==> src/rtl/ram_master.sv <==
// Bus-master sequencer for the single-port simpleCPU RAM: single-word writes
// with a setup/strobe/hold WE pulse and burst reads returned as a response stream.
module ram_master #(
  parameter int AddrSize = 11,
  parameter int WordSize = 9,
  parameter int LenSize  = 4
) (
  input  logic                clk,
  input  logic                rst,
  input  logic                req_valid,
  output logic                req_ready,
  input  logic                req_write,
  input  logic [AddrSize-1:0] req_addr,
  input  logic [LenSize-1:0]  req_len,
  input  logic [WordSize-1:0] req_wdata,
  output logic                rsp_valid,
  output logic [WordSize-1:0] rsp_data,
  output logic                rsp_last,
  output logic                wr_done,
  output logic [AddrSize-1:0] ram_addr,
  output logic [WordSize-1:0] ram_di,
  output logic                ram_en,
  output logic                ram_we,
  output logic                ram_re,
  input  logic [WordSize-1:0] ram_do
);

  localparam logic [2:0] IDLE     = 3'd0;
  localparam logic [2:0] W_SETUP  = 3'd1;
  localparam logic [2:0] W_STROBE = 3'd2;
  localparam logic [2:0] W_HOLD   = 3'd3;
  localparam logic [2:0] R_ISSUE  = 3'd4;
  localparam logic [2:0] R_DRAIN  = 3'd5;

  logic [2:0]          r_state;
  logic [LenSize-1:0]  r_count;
  logic                r_reqReady;
  logic                r_beatAvail;
  logic                r_lastAvail;
  logic                r_rspValid;
  logic                r_rspLast;
  logic [WordSize-1:0] r_rspData;
  logic                r_wrDone;
  logic [AddrSize-1:0] r_ramAddr;
  logic [WordSize-1:0] r_ramDi;
  logic                r_ramEn;
  logic                r_ramWe;
  logic                r_ramRe;

  // The RAM returns data one cycle after an issue; r_beatAvail marks that
  // cycle so ram_do is captured into rsp_data on the following edge.
  always_ff @(posedge clk or posedge rst) begin
    if (rst) begin
      r_beatAvail <= 1'b0;
      r_lastAvail <= 1'b0;
      r_rspValid  <= 1'b0;
      r_rspLast   <= 1'b0;
      r_rspData   <= '0;
    end else begin
      r_beatAvail <= (r_state == R_ISSUE);
      r_lastAvail <= (r_state == R_ISSUE) && (r_count == '0);
      r_rspValid  <= r_beatAvail;
      r_rspLast   <= r_lastAvail;
      if (r_beatAvail) begin
        r_rspData <= ram_do;
      end
    end
  end

  // Sequencer: address and data are set up one cycle before the WE pulse and
  // held one cycle after it, since the RAM write is level-sensitive.
  always_ff @(posedge clk or posedge rst) begin
    if (rst) begin
      r_state    <= IDLE;
      r_count    <= '0;
      r_reqReady <= 1'b0;
      r_wrDone   <= 1'b0;
      r_ramAddr  <= '0;
      r_ramDi    <= '0;
      r_ramEn    <= 1'b0;
      r_ramWe    <= 1'b0;
      r_ramRe    <= 1'b1;
    end else begin
      r_wrDone <= 1'b0;
      case (r_state)
        IDLE: begin
          if (r_reqReady && req_valid) begin
            r_reqReady <= 1'b0;
            r_ramAddr  <= req_addr;
            if (req_write) begin
              r_ramDi <= req_wdata;
              r_state <= W_SETUP;
            end else begin
              r_count <= req_len;
              r_ramEn <= 1'b1;
              r_state <= R_ISSUE;
            end
          end else begin
            r_reqReady <= 1'b1;
          end
        end
        W_SETUP: begin
          r_ramEn <= 1'b1;
          r_ramWe <= 1'b1;
          r_ramRe <= 1'b0;
          r_state <= W_STROBE;
        end
        W_STROBE: begin
          r_ramEn  <= 1'b0;
          r_ramWe  <= 1'b0;
          r_ramRe  <= 1'b1;
          r_wrDone <= 1'b1;
          r_state  <= W_HOLD;
        end
        W_HOLD: begin
          r_reqReady <= 1'b1;
          r_state    <= IDLE;
        end
        R_ISSUE: begin
          if (r_count == '0) begin
            r_ramEn <= 1'b0;
            r_state <= R_DRAIN;
          end else begin
            r_ramAddr <= r_ramAddr + 1'b1;
            r_count   <= r_count - 1'b1;
          end
        end
        R_DRAIN: begin
          // The final beat is on the outputs this cycle; free the bus next.
          if (r_rspLast) begin
            r_reqReady <= 1'b1;
            r_state    <= IDLE;
          end
        end
        default: begin
          r_ramEn <= 1'b0;
          r_ramWe <= 1'b0;
          r_ramRe <= 1'b1;
          r_state <= IDLE;
        end
      endcase
    end
  end

  assign req_ready = r_reqReady;
  assign rsp_valid = r_rspValid;
  assign rsp_data  = r_rspData;
  assign rsp_last  = r_rspLast;
  assign wr_done   = r_wrDone;
  assign ram_addr  = r_ramAddr;
  assign ram_di    = r_ramDi;
  assign ram_en    = r_ramEn;
  assign ram_we    = r_ramWe;
  assign ram_re    = r_ramRe;

endmodule

==> config.mk <==
export PLATFORM = sky130hd
export DESIGN_NAME = ram_master
export DESIGN_NICKNAME = d
export VERILOG_FILES = /design/src/rtl/ram_master.sv
export SDC_FILE = /design/constraint.sdc
export NUM_CORES = 1
export LEC_CHECK = 0
export ABC_AREA = 1
export BUFFER_PORTS_ARGS = -buffer_cell sky130_fd_sc_hd__buf_2
export CAP_MARGIN = 15
export CORE_MARGIN = 3
export CORE_UTILIZATION = 50
export CTS_CLUSTER_DIAMETER = 120
export DETAILED_ROUTE_END_ITERATION = 6
export PLACE_DENSITY = 0.74
export SYNTH_ARGS = -nofsm -noshare
export SYNTH_HDL_FRONTEND = slang
export SYNTH_SLANG_ARGS = --single-unit
==> constraint.sdc <==
create_clock -name clk -period 3.95 [get_ports clk]
set_input_delay 0.1975 -clock clk [delete_from_list [all_inputs] [get_ports clk]]
set_output_delay 0.1975 -clock clk [all_outputs]
set_load 0.01 [all_outputs]
==> impl_metrics.py <==
metrics = {
    "power": {
        "combPwrFrac_pct": 46.6,
        "p_per_area_mw_per_mm2": 825,
        "power.internal_mw": 1.32,
        "power_switching_mw": 0.998,
        "p_clk_share_pct": 15.5,
        "leakagePower_nw": 1.53,
        "seq_power_share_pct": 37.9,
        "ir_worst_vdd_v": 0.000349,
        "p_sw_share_pct": 43.0,
    },
    "die": {
        "std_cell_rows": 24,
        "coreArea_mm2": 0.00444,
        "die_w_um": 74.3,
        "io_pins": 73,
        "die_y_um": 74.3,
        "die-area_mm2": 0.00552,
        "initial_core_util_pct": 52.5,
    },
    "worst_setup_path": {
        "arrival_ps": 1830,
        "required_ps": 4120,
        "rr_worst_depth": 9,
        "worstSetupPathType": "flop to flop",
        "r2r-start": "r_count[0]",
        "reg2reg_setup_slack_ps": 2290,
        "start_kind": "flop",
        "critPathMaxFanout": 8,
        "r2r_end": "r_state[2]",
        "cp-end-kind": "flop",
    },
    "cells_and_area": {
        "area_delta_synth_final_pct": 20.6,
        "nets": 391,
        "diodes": 0,
        "fill_cells": 382,
        "drive_above_1_share_pct": 31.4,
        "final_cell_area_mm2": 0.00282,
    },
    "grt": {
        "antenna_found_initial": 0,
        "grtUsageTotal_pct": 18.8,
        "grt_pass1_wl_um": 8050,
        "grt.overflow.total": 0,
        "grt_start_max_net_pins": 46,
        "grt_pass1_vias": 1881,
    },
    "timing": {
        "min_period_ps": 1660,
        "whs_ps": 92.1,
        "drv_slew": 0,
        "setup_viol": 0,
        "maxSlewHeadroom_pct": 39.9,
        "fin_skew_ps": 5.32,
        "rsz0062_at_grt": "no",
        "worstMarginPinSlew_ps": 901,
        "fin_tns_setup_ps": 0,
        "fin_crit_sh_pct": 41.9,
        "fmax_ghz": 0.604,
        "hold_violations": 0,
    },
    "yosys": {
        "netlist_instances": 281,
        "seq_area_frac_synth_pct": 48.3,
        "syn_area_mm2": 0.00233,
        "syn_nets": 320,
        "ys.warnings.count": 0,
        "yosys_register_bits": 45,
        "synth.distinct_cells": 28,
        "synth_area_per_cell_um2": 8.30,
    },
    "routing": {
        "vias": 2042,
        "wl_um": 4900,
        "dr.pass1.iters": 4,
        "wl_per_cell_um": 12.1,
        "drt_iter0_drc": 107,
        "viasPerCell": 5.04,
        "drtAntennaViolNets": 0,
        "drc": 0,
    },
    "hold_path": {
        "hold_class": "input pin to async pin",
    },
    "flow_run": {
        "drv_cap": 0,
    },
    "clocking": {
        "ctsResizeCount": 0,
        "clock_path_buffers": 2,
        "cts_buffers": 5,
        "root_buffer": "clkbuf_8",
        "cts.clk_slew.worst_paths_ps": 80,
        "h-tree-depth": 2,
        "cts.sinks": 45,
        "cts_tree": "yes",
        "cts_setup_buffers": 0,
        "hold_buffers": 0,
        "clock_latency_ps": 300,
    },
    "run_status": {
        "status": "completed",
    },
    "placement": {
        "port-buffer-count": 72,
        "place_congestion": 0.901,
        "dpl_cell_area_mm2": 0.00270,
        "dp_hpwl_um": 3630,
    },
}
cell usage in the layout, fill, tap and decap left out, types with 4 or more instances in the layout:
cell type / count
a21oi_1: 5
buf_2: 72
clkbuf_8: 6
dfrtp_1: 44
inv_1: 20
inv_2: 4
mux2_2: 9
nand2_1: 103
nand2_4: 4
nand3_1: 20
nand4_1: 4
nor2_1: 15
o21ai_0: 25
or2_2: 5
worst max path at each step:
| stage | to | start | slack, ps |
|---|---|---|---|
| 2_1_floorplan | r_count[0] | r_count[0] | 2580 |
| 3_3_place_gp | ram_addr[3] | r_state[2] | 2400 |
| 3_5_place_dp | ram_addr[7] | r_state[2] | 2350 |
| 4_1_cts | ram_addr[7] | r_state[2] | 2330 |
| 5_1_grt | r_count[0] | r_state[2] | 2120 |
| 6_report | r_state[2] | r_count[0] | 2290 |
synth_stat cells, drive strengths merged:
master | n | area (µm²)
nand2 | 109 | 472
dfrtp | 44 | 1100
inv | 25 | 96.4
o21ai | 25 | 125
nand3 | 20 | 100
nor2 | 18 | 98.8
mux2 | 9 | 101
buf | 7 | 60.1
a21oi | 6 | 33.8
or2 | 5 | 31.3
nand4 | 4 | 25.0
ha | 2 | 25.0
o211ai | 2 | 15.0
clkbuf | 1 | 3.75
clkinv | 1 | 5.00
dfstp | 1 | 26.3
nor3 | 1 | 5.00
xor2 | 1 | 8.76
area by class of cell:
type / instances / area, µm² / share of cell area [%]
clock buffers: 6 / 82.6 / 2.93
clock inverters: 2 / 37.5 / 1.33
inverters: 26 / 101 / 3.60
multi-input cells: 202 / 1040 / 37.0
flip-flops and latches: 45 / 1130 / 40.0
well taps: 52 / 65.1 / 2.31
repair buffers: 72 / 360 / 12.8
logic make-up after synthesis:
family | after synthesis | synth area share (%)
and+or+nand+nor | 157 | 31.4
DFF | 45 | 48.3
buffers and inverters | 34 | 7.08
AOI/OAI and AO/OA | 33 | 7.45
muxes | 9 | 4.34
adders and majority gates | 2 | 1.07
xor gates and xnor gates | 1 | 0.375
critical path, cell delays in order, from the launching register on:
cell     delay [ps]
dfrtp_1         410
inv_1           100
ha_1            170
inv_1            40
nor2_1          110
nand2_1         120
nand2_4         160
nand2_1         110
o21ai_0         220
nand2_1          90
state kept, by name, summed over array words and instances, names as in the netlist, 3 cells and up:
name and flops:
rsp_data 9, ram_di 9, r_count 4, ram_addr 11
r_state 3
per-layer routing:
| layer | track usage [%] | share of wire [%] | wire length [µm] | vias to the layer above |
|---|---|---|---|---|
| li1 | - | - | - | 1039 |
| met1 | 22.9 | 44 | 2160 | 922 |
| met2 | 32.6 | 48 | 2330 | 75 |
| met3 | 5.54 | 7.1 | 346 | 6 |
| met4 | 5.34 | 1.2 | 58 | 0 |
| met5 | 0 | 0 | 0 | - |
power by group through the flow:
| stage | Combinational [mW] | Clock [mW] | Sequential (mW) |
|---|---|---|---|
| 2_1_floorplan | 0.755 | 0 | 0.913 |
| 4_1_cts | 1.09 | 0.367 | 0.881 |
| 3_5_place_dp | 1.08 | 0 | 0.888 |
| 5_1_grt | 1.23 | 0.386 | 0.915 |
| 6_report | 1.08 | 0.360 | 0.880 |
| 3_3_place_gp | 1.06 | 0 | 0.881 |
per-stage QoR:
| stage | power [mW] | utilization (%) | instances | setup WS, ps |
|---|---|---|---|---|
| 4_1_cts | 2.34 | 63.3 | 405 | 2330 |
| 2_1_floorplan | 1.67 | - | 281 | 2580 |
| 3_5_place_dp | 1.97 | 60.6 | 397 | 2350 |
| 6_report | 2.32 | 63.3 | 405 | 2290 |
| 3_3_place_gp | 1.94 | 60.6 | 397 | 2400 |
| 5_1_grt | 2.53 | 63.3 | 405 | 2120 |
Power figures use the tool's default switching activity.
